--- config.mk ---
export PLATFORM = sky130hd
export DESIGN_NAME = serial_pattern_tx_flat
export DESIGN_NICKNAME = d
export VERILOG_FILES = /design/src/rtl/serial_pattern_tx_if.sv /design/src/rtl/serial_pattern_tx.sv /design/src/flat_wrapper.sv
export SDC_FILE = /design/constraint.sdc
export NUM_CORES = 1
export LEC_CHECK = 0
export ABC_AREA = 1
export BUFFER_PORTS_ARGS = -buffer_cell sky130_fd_sc_hd__clkbuf_2
export CAP_MARGIN = 20
export CORE_MARGIN = 2
export CORE_UTILIZATION = 40
export CTS_BUF_LIST = sky130_fd_sc_hd__clkbuf_2 sky130_fd_sc_hd__clkbuf_4 sky130_fd_sc_hd__clkbuf_8
export DETAILED_ROUTE_END_ITERATION = 8
export GPL_TIMING_DRIVEN = 0
export HOLD_SLACK_MARGIN = 0.08
export SETUP_SLACK_MARGIN = 0.15
export SYNTH_ARGS = -nofsm -noshare
export SYNTH_HDL_FRONTEND = slang
export SYNTH_SLANG_ARGS = --single-unit
export TNS_END_PERCENT = 1
--- constraint.sdc ---
create_clock -name clock -period 1.9 [get_ports clock]
set_input_delay 0.095 -clock clock [delete_from_list [all_inputs] [get_ports clock]]
set_output_delay 0.095 -clock clock [all_outputs]
set_load 0.05 [all_outputs]
--- src/rtl/serial_pattern_tx_if.sv ---
// -----------------------------------------------------------------------------
// serial_pattern_tx_if
//
// Purpose : parallel word handshake into serial_pattern_tx.
//
// Handshake: a word moves across this interface on a rising clock edge
// where in_valid and in_ready are both high. While in_valid is high and
// in_ready is low, the master holds in_data stable and keeps in_valid high.
// in_ready does not depend combinationally on in_valid. in_data is
// meaningful only when in_valid is high.
//
// Signals:
//   in_valid  master -> slave  in_data is offered
//   in_data   master -> slave  payload word, DATA_W bits
//   in_ready  slave  -> master slave can accept a word this cycle
// -----------------------------------------------------------------------------
interface serial_pattern_tx_if #(
    parameter int DATA_W = 8
) ();

    logic              in_valid;
    logic [DATA_W-1:0] in_data;
    logic              in_ready;

    modport master (
        output in_valid,
        output in_data,
        input  in_ready
    );

    modport slave (
        input  in_valid,
        input  in_data,
        output in_ready
    );

endinterface

--- src/rtl/serial_pattern_tx.sv ---
// -----------------------------------------------------------------------------
// serial_pattern_tx
//
// Purpose : serial frame transmitter feeding the overlapping "1001" sequence
//           detector. A parallel word is accepted over a valid/ready handshake
//           and shifted out MSB first, one bit per clock. Each frame may be
//           preceded by the 1001 sync preamble and is always followed by an
//           idle gap of GAP_LEN cycles.
//
// Build option:
//   SERIAL_PATTERN_TX_PREAMBLE_EN  defined   -> every frame starts with 1,0,0,1
//                                  undefined -> accept goes straight to data
//
// Parameters:
//   DATA_W    payload width, 1..32
//   GAP_LEN   idle cycles after each frame, 1..15
//   IDLE_BIT  level on x_out when not transmitting
//
// Ports:
//   clock         in   single clock, rising edge
//   reset         in   synchronous, active-high
//   in_if         slave modport: in_valid, in_data (in), in_ready (out)
//   x_out         out  registered serial bit stream
//   frame_active  out  high while preamble or data bits are on x_out
//   done          out  one-cycle pulse with the last data bit on x_out
//   state_dbg     out  current FSM state encoding
//                      (0 IDLE, 1 PRE, 2 DATA, 3 GAP)
// -----------------------------------------------------------------------------
module serial_pattern_tx #(
    parameter int   DATA_W   = 8,
    parameter int   GAP_LEN  = 2,
    parameter logic IDLE_BIT = 1'b0
) (
    input  logic                clock,
    input  logic                reset,
    serial_pattern_tx_if.slave  in_if,
    output logic                x_out,
    output logic                frame_active,
    output logic                done,
    output logic [1:0]          state_dbg
);

    // Bit counter is sized for DATA_W-1; keep at least one bit for DATA_W=1.
    localparam int BIT_CW = (DATA_W > 1) ? $clog2(DATA_W) : 1;
    localparam logic [BIT_CW-1:0] BIT_LAST   = BIT_CW'(DATA_W - 1);
    // Counter value one cycle before the last data bit; done is registered,
    // so it is loaded while the penultimate bit is on x_out.
    localparam logic [BIT_CW-1:0] BIT_PENULT = BIT_CW'((DATA_W > 1) ? DATA_W - 2 : 0);
    localparam logic [3:0]        GAP_LAST   = 4'(GAP_LEN - 1);
    // With a one-bit payload the first data bit is also the last one.
    localparam logic              FIRST_DATA_DONE = (DATA_W == 1);

    typedef enum logic [1:0] {
        ST_IDLE = 2'd0,
`ifdef SERIAL_PATTERN_TX_PREAMBLE_EN
        ST_PRE  = 2'd1,
`endif
        ST_DATA = 2'd2,
        ST_GAP  = 2'd3
    } state_t;

    state_t              state;
    logic [DATA_W-1:0]   shreg;     // next bit to send is always shreg[DATA_W-1]
    logic [BIT_CW-1:0]   bit_cnt;   // index of the data bit currently on x_out
    logic [3:0]          gap_cnt;   // gap cycles already spent, minus one
`ifdef SERIAL_PATTERN_TX_PREAMBLE_EN
    logic [1:0]          pre_cnt;   // preamble bit currently on x_out
`endif

    // Every transition that enters a state also loads x_out with that state's
    // first bit, so x_out always matches the state in the same cycle.
    always_ff @(posedge clock) begin
        if (reset) begin
            state   <= ST_IDLE;
            x_out   <= IDLE_BIT;
            done    <= 1'b0;
            shreg   <= '0;
            bit_cnt <= '0;
            gap_cnt <= '0;
`ifdef SERIAL_PATTERN_TX_PREAMBLE_EN
            pre_cnt <= '0;
`endif
        end else begin
            case (state)
                ST_IDLE: begin
                    x_out <= IDLE_BIT;
                    done  <= 1'b0;
                    // in_ready is high in IDLE, so in_valid alone means accept.
                    if (in_if.in_valid) begin
`ifdef SERIAL_PATTERN_TX_PREAMBLE_EN
                        state   <= ST_PRE;
                        pre_cnt <= 2'd0;
                        x_out   <= 1'b1;
                        shreg   <= in_if.in_data;
`else
                        state   <= ST_DATA;
                        bit_cnt <= '0;
                        x_out   <= in_if.in_data[DATA_W-1];
                        shreg   <= in_if.in_data << 1;
                        done    <= FIRST_DATA_DONE;
`endif
                    end
                end

`ifdef SERIAL_PATTERN_TX_PREAMBLE_EN
                ST_PRE: begin
                    if (pre_cnt == 2'd3) begin
                        state   <= ST_DATA;
                        bit_cnt <= '0;
                        x_out   <= shreg[DATA_W-1];
                        shreg   <= shreg << 1;
                        done    <= FIRST_DATA_DONE;
                    end else begin
                        pre_cnt <= pre_cnt + 2'd1;
                        // Preamble is 1,0,0,1: only the fourth bit is a one.
                        x_out   <= (pre_cnt == 2'd2);
                    end
                end
`endif

                ST_DATA: begin
                    if (bit_cnt == BIT_LAST) begin
                        state   <= ST_GAP;
                        gap_cnt <= 4'd0;
                        x_out   <= IDLE_BIT;
                        done    <= 1'b0;
                    end else begin
                        bit_cnt <= bit_cnt + BIT_CW'(1);
                        x_out   <= shreg[DATA_W-1];
                        shreg   <= shreg << 1;
                        done    <= (bit_cnt == BIT_PENULT);
                    end
                end

                ST_GAP: begin
                    x_out <= IDLE_BIT;
                    done  <= 1'b0;
                    if (gap_cnt == GAP_LAST) begin
                        state <= ST_IDLE;
                    end else begin
                        gap_cnt <= gap_cnt + 4'd1;
                    end
                end

                default: begin
                    state <= ST_IDLE;
                    x_out <= IDLE_BIT;
                    done  <= 1'b0;
                end
            endcase
        end
    end

    // Pure state decodes; nothing here looks at the inputs.
    assign in_if.in_ready = (state == ST_IDLE);
`ifdef SERIAL_PATTERN_TX_PREAMBLE_EN
    assign frame_active   = (state == ST_PRE) || (state == ST_DATA);
`else
    assign frame_active   = (state == ST_DATA);
`endif
    assign state_dbg      = state;

endmodule

--- src/flat_wrapper.sv ---
// flat-port wrapper written by rule: the top's interface ports become plain ports
module serial_pattern_tx_flat 
#(
    parameter int   DATA_W   = 8,
    parameter int   GAP_LEN  = 2,
    parameter logic IDLE_BIT = 1'b0
)
  (clock, reset, x_out, frame_active, done, state_dbg, in_if_in_valid, in_if_in_data, in_if_in_ready);
  serial_pattern_tx_if #(.DATA_W(DATA_W)) in_if_i ();
  input  logic clock;
  input  logic reset;
  output logic x_out;
  output logic frame_active;
  output logic done;
  output logic [1:0] state_dbg;
  input wire logic [$bits(in_if_i.in_valid)-1:0] in_if_in_valid;
  input wire logic [$bits(in_if_i.in_data)-1:0] in_if_in_data;
  output wire logic [$bits(in_if_i.in_ready)-1:0] in_if_in_ready;
  assign in_if_i.in_valid = in_if_in_valid;
  assign in_if_i.in_data = in_if_in_data;
  assign in_if_in_ready = in_if_i.in_ready;
  serial_pattern_tx #(.DATA_W(DATA_W), .GAP_LEN(GAP_LEN), .IDLE_BIT(IDLE_BIT)) u_core (.clock(clock), .reset(reset), .in_if(in_if_i), .x_out(x_out), .frame_active(frame_active), .done(done), .state_dbg(state_dbg));
endmodule
==> impl_metrics.ini, run 1 <==
[setup_path]
max_stage_delay_ps = 340
path_buf_inv = 3
critPathSlowestCell = dfxtp_1
end_kind = primary output
crit_type = flop to primary output
crit_chain = buf_4 > inv_2 > nor2_4 > clkbuf_2
arrival_ps = 1410
cp.depth = 4
critPathRequiredTime_ps = 1800
startpoint_type = flop
r2r_cells = 7
path_max_fanout = 10
critical-path-top-delay-family = buffers and inverters

[clock_network]
cts_sinks = 18
cts_tree = yes
cts_buffer_depth = 2
numCtsBuffers = 3
htree_levels = 1
cts_setup_buffers = 0
cts-root-buf = clkbuf_4
clk_latency_ps = 300
clk_pin_slew_worst_paths_ps = 110

[sta]
fin_worst_skew_ps = 6.93
fin_crit_sh = 0.791
grt_setup_unrepaired = no
slew_headroom = 0.753
fmaxAchievable_mhz = 665
fin_crit_ps = 1500
finalSetupViolCount = 0
worstMarginPinSlew_ps = 370
hold_viol_final = 0
setup_tns_ps = 0
finalMaxSlewViolations = 0

[floorplan]
dieArea_um2 = 2730
core_um2 = 2210
die_h_um = 52.3
ios = 17
die_w_um = 52.3
row_count = 17
start_util = 0.421

[routing]
vias_per_cell = 4.67
drtIter0Drc = 19
first_pass_iters = 4
drc = 0
vias = 845
wl_um = 1810
wire_per_inst_um = 10.0
drtAntennaViolNets = 0

[synthesis]
netlist_area_um2 = 932
synth_top_area_share = 0.387
synth.distinct_cells = 18
syn-instance-count = 131
yosysSeqAreaShare = 0.387
synth.area.top_cells = dfxtp_1, nand2_1, ha_1
syn_nets = 147
synth_area_per_cell_um2 = 7.12
ys_ff_latch = 18
yosysWarnings = 0
synth_largest_area_cell = dfxtp_1

[grt]
grt_usage = 0.162
grt_pass1_wl_um = 3230
grt_pass1_vias = 776
antenna_found_initial = 0
grt_max_degree = 11
grt-ovfl-total = 0

[hold_path]
worstHoldPathCells = 5
hold_path.class = input pin to flop

[cells_and_area]
mostFrequentLayoutCell = nand2_1
antenna_cells = 0
drive_gt1_frac = 0.255
layout.cells.most_common_list = nand2_1, dfxtp_1, clkbuf_2
area_growth_pct = 19.5
fin_util = 0.503
nNetsFinal = 170

[place]
hpwl_um = 1340
port_buffers = 15
gp_congestion = 0.696

[outcome]
status = complete, no violations

[power_and_ir_drop]
powerDensity_nw_per_um2 = 709
ir_worst_vdd_mv = 0.366
p_leak_nw = 0.520

[job]
cap_violations = 0
-- routing by layer --
layer,GRT usage,routed length [um]
met4,0.0897,38
met5,0,0
met1,0.190,833
met3,0.0343,65
met2,0.274,875
-- flip-flops by register name, indices dropped and copies added, names as in the netlist --
signal            count
u_core.done           1
u_core.shreg          7
u_core.x_out          1
u_core.gap_cnt        4
u_core.bit_cnt        3
u_core.state_dbg      2
-- report_power, final --
group	switching [W]	internal, W
Combinational	0.0000911	0.0000535
Sequential	0.0000104	0.000398
Clock	0.000120	0.000117
Total	0.000221	0.000568
-- cell type report --
class | count | area, um2
buffer | 4 | 30.0
clock buffer | 4 | 36.3
fill | 245 | 1100
inverter | 13 | 48.8
multi-input combinational | 96 | 498
sequential | 18 | 360
tap | 28 | 35.0
timing repair buffer | 18 | 105
-- logic make-up (layout without fill, tap and decap cells) --
family | Yosys count | after routing | synth area share
AOI/OAI and AO/OA | 18 | 18 | 0.0966
adders and majority gates | 5 | 5 | 0.0671
buffers and inverters | 17 | 39 | 0.0846
DFF | 18 | 18 | 0.387
and+or+nand+nor | 73 | 73 | 0.365
-- stage by stage --
stage | total power, W | instances | hold WS, ps | cell area, um2 | setup WS [ps]
floorplan | 0.000524 | 131 | 238 | 937 | 122
global placement | 0.000556 | 174 | 330 | 1050 | 478
detailed placement | 0.000559 | 174 | 336 | 1050 | 458
CTS | 0.000802 | 181 | 115 | 1110 | 377
global route | 0.000835 | 181 | 142 | 1110 | 262
finish | 0.000790 | 181 | 119 | 1110 | 397
-- timing repair --
action | 4_1_cts | 5_1_grt
endpoints found under the hold margin | 3 | 0
gates resized for setup | 0 | 0
hold buffers | 3 | 0
endpoints found under the setup margin | 0 | 0
-- synthesized netlist by cell type --
library cell / number
nand2_1: 35
dfxtp_1: 18
nor2_1: 13
nor2_2: 10
a21oi_1: 9
inv_1: 9
o21ai_0: 9
nand3_1: 8
ha_1: 5
inv_2: 4
clkbuf_1: 2
nand4_1: 2
nor2_4: 2
buf_4: 1
buf_8: 1
nand2_2: 1
nand2_4: 1
nor3_1: 1
-- worst min-delay path: cells and delay by family --
kind | cells | cell delay [ps]
buf+inv | 1 | 70
simple gates | 4 | 230
-- path summary, 6_finish.rpt --
check	from	to	slack (ps)
worst min-delay path	in_if_in_data[4]	u_core.shreg[5]	120
worst max-delay path	u_core.state_dbg[1]	frame_active	400
worst min register to register	u_core.shreg[1]	u_core.shreg[1]	480
worst max register to register	u_core.bit_cnt[0]	u_core.shreg[2]	440
Note: power is estimated with default switching activity, not from simulation.
==> run 2: changes to the inputs <==
==> constraint.sdc (replaced) <==
create_clock -name clock -period 1.35 [get_ports clock]
set_input_delay 0.0675 -clock clock [delete_from_list [all_inputs] [get_ports clock]]
set_output_delay 0.0675 -clock clock [all_outputs]
set_load 0.05 [all_outputs]
==> impl_metrics.ini, run 2 (synthesis gave the netlist of run 1 again) <==
[outcome]
status = complete, no violations

[sta]
fmaxAchievable_mhz = 797
finalMaxSlewViolations = 0
fin_crit_ps = 1260
fin_worst_skew_ps = 5.69
slew_headroom = 0.730
grt_setup_unrepaired = yes
finalSetupViolCount = 0
fin_crit_sh = 0.930
setup_tns_ps = 0
worstMarginPinSlew_ps = 405
hold_viol_final = 0

[place]
gp_congestion = 0.684
hpwl_um = 1320
port_buffers = 15

[setup_path]
arrival_ps = 1190
crit-reg2reg-launch = u_core.state_dbg[1]
r2r_cells = 8
startpoint_type = flop
r2r_setup_slack_ps = 110
end_kind = primary output
worstReg2RegEnd = u_core.gap_cnt[2]
critPathRequiredTime_ps = 1280
crit_type = flop to primary output
path_max_fanout = 6

[power_and_ir_drop]
power_w = 0.00117
clkPwrFrac = 0.278
p_seq_frac = 0.493
netSwitchingFraction = 0.280
p_switching_w = 0.000327
ir_worst_vdd_mv = 0.571
powerDensity_nw_per_um2 = 910
p_int_w = 0.000839
p_leak_nw = 0.582
p_comb_frac = 0.229

[routing]
drtAntennaViolNets = 0
drc = 0
vias_per_cell = 4.74
wire_per_inst_um = 10.7
first_pass_iters = 4
vias = 892
wl_um = 2010
drtIter0Drc = 15

[cells_and_area]
area_growth_pct = 37.4
fill_cells = 224
antenna_cells = 0
mostFrequentLayoutCell = nand2_1
largest_register_ffs = 7
top_register = u_core.shreg
nNetsFinal = 177
drive_gt1_frac = 0.369
reg.largest.list = u_core.shreg x7, u_core.gap_cnt x4, u_core.bit_cnt x3
layout.cells.most_common_list = nand2_1, clkbuf_2, nor2_1, dfxtp_1

[floorplan]
die_h_um = 52.3
core_um2 = 2210
row_count = 17
start_util = 0.421
dieArea_um2 = 2730
die_w_um = 52.3
ios = 17

[hold_path]
min_to = u_core.shreg[6]
hp-start = in_if_in_data[5]
hold_path.class = input pin to flop
worstHoldPathCells = 5

[grt]
grt_max_degree = 11
grt_usage = 0.172
grt_pass1_vias = 843
antenna_found_initial = 0
grt-ovfl-total = 0
grt_pass1_wl_um = 3490

[clock_network]
cts-root-buf = clkbuf_4
htree_levels = 1
cts_tree = yes
cts_buffer_depth = 2
clk_pin_slew_worst_paths_ps = 100
clk_latency_ps = 290
cts_sinks = 18
numCtsBuffers = 3

[job]
cap_violations = 0
-- run 2: changes by cell type in the layout (fill, tap and decap cells not counted), moves of 3 or more --
cell     previous run  this run
dfxtp_2             0         3
dfxtp_1            18        13
o21ai_0             9         3
o21ai_1             0         6
nand2_1            35        30
nand2_2             1         4
buf_4               1         5
-- run 2: metrics by stage --
step	utilization	hold slack, ps	instance area [um2]	instances	worst slack, ps
after detailed placement	0.482	310	1070	174	-76.5
after floorplan	-	210	956	131	-99.1
final	0.579	109	1280	188	94.8
after CTS	0.565	102	1250	187	59.1
after global routing	0.579	128	1280	188	-0.958
after global placement	0.482	302	1070	174	-56.8
-- run 2: how the worst max path moves through the flow --
stage                        startpoint           endpoint  slack (ps)  cells after the start
global placement      u_core.bit_cnt[0]  u_core.bit_cnt[2]         -60                      7
floorplan           u_core.state_dbg[1]  u_core.gap_cnt[2]        -100                      7
finish              u_core.state_dbg[1]       frame_active          90                      4
global route        u_core.state_dbg[1]  u_core.gap_cnt[2]          -1                      8
CTS                 u_core.state_dbg[1]       frame_active          60                      4
detailed placement    u_core.bit_cnt[0]  u_core.bit_cnt[2]         -80                      7
-- run 2: power by group through the flow --
stage               registers, W  logic (W)  clock network, W
finish                  0.000575   0.000267          0.000324
global route            0.000579   0.000295          0.000364
CTS                     0.000576   0.000260          0.000336
detailed placement      0.000587   0.000205                 0
global placement        0.000586   0.000202                 0
floorplan               0.000597   0.000146                 0
-- run 2: final cells by class --
cell class              count  area [um2]  share of cell area
clock buffers               4        36.3              0.0283
flip-flops and latches     18         372               0.290
multi-input cells          96         561               0.437
inverters                  13        51.3              0.0400
well taps                  28        35.0              0.0273
plain buffers               4        37.5              0.0293
repair buffers             25         189               0.147
-- run 2: routing by layer --
layer  vias up  wire, um  GRT usage
met5         -         0          0
met4         0        17     0.0769
met3         2        63     0.0257
met2        15      1010      0.304
met1       406       919      0.205
li1        469         -          -
-- run 2: worst max-delay path, stage by stage, from the launching register on --
cell	delay, ps
dfxtp_4	360
buf_8	120
inv_4	30
nor2_4	200
buf_8	180
-- run 2: timing repair --
item,CTS,global route
cloned,1,0
endpoints found under the hold margin,3,0
pin swaps,4,4
buffers inserted,5,1
endpoints found under the setup margin,17,17
gates resized for setup,18,10
hold buffers,3,0
==> run 3: changes to the inputs <==
--- a/config.mk
+++ b/config.mk
@@ -18,4 +18,4 @@
 export SYNTH_ARGS = -nofsm -noshare
 export SYNTH_HDL_FRONTEND = slang
 export SYNTH_SLANG_ARGS = --single-unit
-export TNS_END_PERCENT = 1
+export TNS_END_PERCENT = 10
==> constraint.sdc (replaced) <==
create_clock -name clock -period 1.35 [get_ports clock]
set_input_delay 0.0675 -clock clock [delete_from_list [all_inputs] [get_ports clock]]
set_output_delay 0.0675 -clock clock [all_outputs]
set_load 0.01 [all_outputs]
==> impl_metrics.ini, run 3 (synthesis gave the netlist of run 1 again) <==
[outcome]
status = complete, no violations

[floorplan]
row_count = 17
die_h_um = 52.3
dieArea_um2 = 2730
die_w_um = 52.3
ios = 17
start_util = 0.421
core_um2 = 2210

[grt]
grt_pass1_vias = 803
antenna_found_initial = 0
grt_pass1_wl_um = 3280
grt_usage = 0.162
grt_max_degree = 11
grt-ovfl-total = 0

[place]
dp_cells = 174
hpwl_um = 1350
gp_congestion = 0.658
placed_cell_area_um2 = 1070
port_buffers = 15
dpl_worst_slack_ps = -28.3

[routing]
vias = 892
vias_per_cell = 4.80
drtIter0Drc = 10
maxUsedRoutingLayer = met4
drc = 0
wire_per_inst_um = 10.4
m1WireLength_um = 820
wl_met2_um = 1000
first_pass_iters = 4
drtAntennaViolNets = 0
met3_wirelength_um = 77
wl_um = 1930

[setup_path]
worstReg2RegEnd = u_core.bit_cnt[1]
path_max_fanout = 5
end_kind = flop
r2r_cells = 7
crit_type = flop to flop
startpoint_type = flop
r2r_setup_slack_ps = 110
critPathRequiredTime_ps = 1540
crit-reg2reg-launch = u_core.bit_cnt[1]
arrival_ps = 1440

[cells_and_area]
reg.largest.list = u_core.shreg x7, u_core.gap_cnt x4, u_core.bit_cnt x3
antenna_cells = 0
top_register = u_core.shreg
largest_register_ffs = 7
layout.cells.most_common_list = nand2_1, clkbuf_2, nor2_1
drive_gt1_frac = 0.354
stdcell_count = 186
mostFrequentLayoutCell = nand2_1
fin_area_um2 = 1230
area_growth_pct = 32.1
nNetsFinal = 176

[power_and_ir_drop]
powerDensity_nw_per_um2 = 866
p_leak_nw = 0.554
ir_worst_vdd_mv = 0.599

[sta]
fin_crit_ps = 1240
setup_tns_ps = 0
slew_headroom = 0.742
finalSetupViolCount = 0
fmaxAchievable_mhz = 804
fin_crit_sh = 0.921
fin_hold_ws_ps = 101
setup_ws_ps = 106
fin_worst_skew_ps = 5.42
worstMarginPinSlew_ps = 388
hold_viol_final = 0
finalMaxSlewViolations = 0
grt_setup_unrepaired = yes

[clock_network]
cts_sinks = 18
cts-root-buf = clkbuf_4
numCtsBuffers = 3
cts_tree = yes
clk_latency_ps = 290
clk_pin_slew_worst_paths_ps = 100
htree_levels = 1
cts_buffer_depth = 2

[hold_path]
min_to = u_core.shreg[4]
worstHoldPathCells = 5
hp-start = in_if_in_data[3]
hold_path.class = input pin to flop

[job]
cap_violations = 0
-- run 3: cell type report --
| class | count | area, um2 |
|---|---|---|
| fillers | 234 | 981 |
| multi-input cells | 96 | 551 |
| flip-flops and latches | 18 | 370 |
| repair buffers | 24 | 170 |
| inverters | 13 | 48.8 |
| well taps | 28 | 35.0 |
| plain buffers | 4 | 33.8 |
| clock buffers | 3 | 22.5 |
-- run 3: per-layer routing --
metal / global-route usage / vias to the layer above
met1: 0.186 / 397
met5: 0 / -
li1: - / 472
met3: 0.0343 / 4
met2: 0.289 / 19
met4: 0.0641 / 0
-- run 3: through the flow --
step	power, W	util
2_1_floorplan	0.000720	-
3_3_place_gp	0.000765	0.486
3_5_place_dp	0.000769	0.486
4_1_cts	0.00108	0.554
5_1_grt	0.00113	0.557
6_report	0.00107	0.557
-- run 3: power breakdown --
group	total [W]	switching, W	internal [W]
clock	0.000261	0.000157	0.000104
sequential	0.000576	0.0000165	0.000559
combinational	0.000230	0.000121	0.000109
total	0.00107	0.000295	0.000772
-- run 3: worst max-delay path by stage --
| stage | endpoint | start | cells after the start | slack, ps |
|---|---|---|---|---|
| global route | u_core.shreg[3] | u_core.state_dbg[1] | 8 | 40 |
| detailed placement | u_core.shreg[2] | u_core.bit_cnt[0] | 7 | -30 |
| finish | u_core.bit_cnt[1] | u_core.bit_cnt[1] | 7 | 110 |
| floorplan | u_core.bit_cnt[0] | u_core.state_dbg[1] | 7 | 140 |
| CTS | u_core.shreg[5] | u_core.bit_cnt[1] | 7 | 120 |
| global placement | u_core.shreg[2] | u_core.bit_cnt[0] | 7 | 20 |
-- run 3: what timing repair did --
action,CTS,global route
cloned,1,0
endpoints found under the hold margin,3,0
buffers inserted,5,0
pin swaps,7,0
resized for setup,13,4
hold buffers,3,0
endpoints found under the setup margin,13,16
-- run 3: worst max-delay path: stages, from the launching register on --
cell and delay (ps):
dfxtp_2 350, ha_4 160, ha_4 170, nor2_4 130, nor2_4 70, buf_16 140, nor2_2 70, nor2_1 50
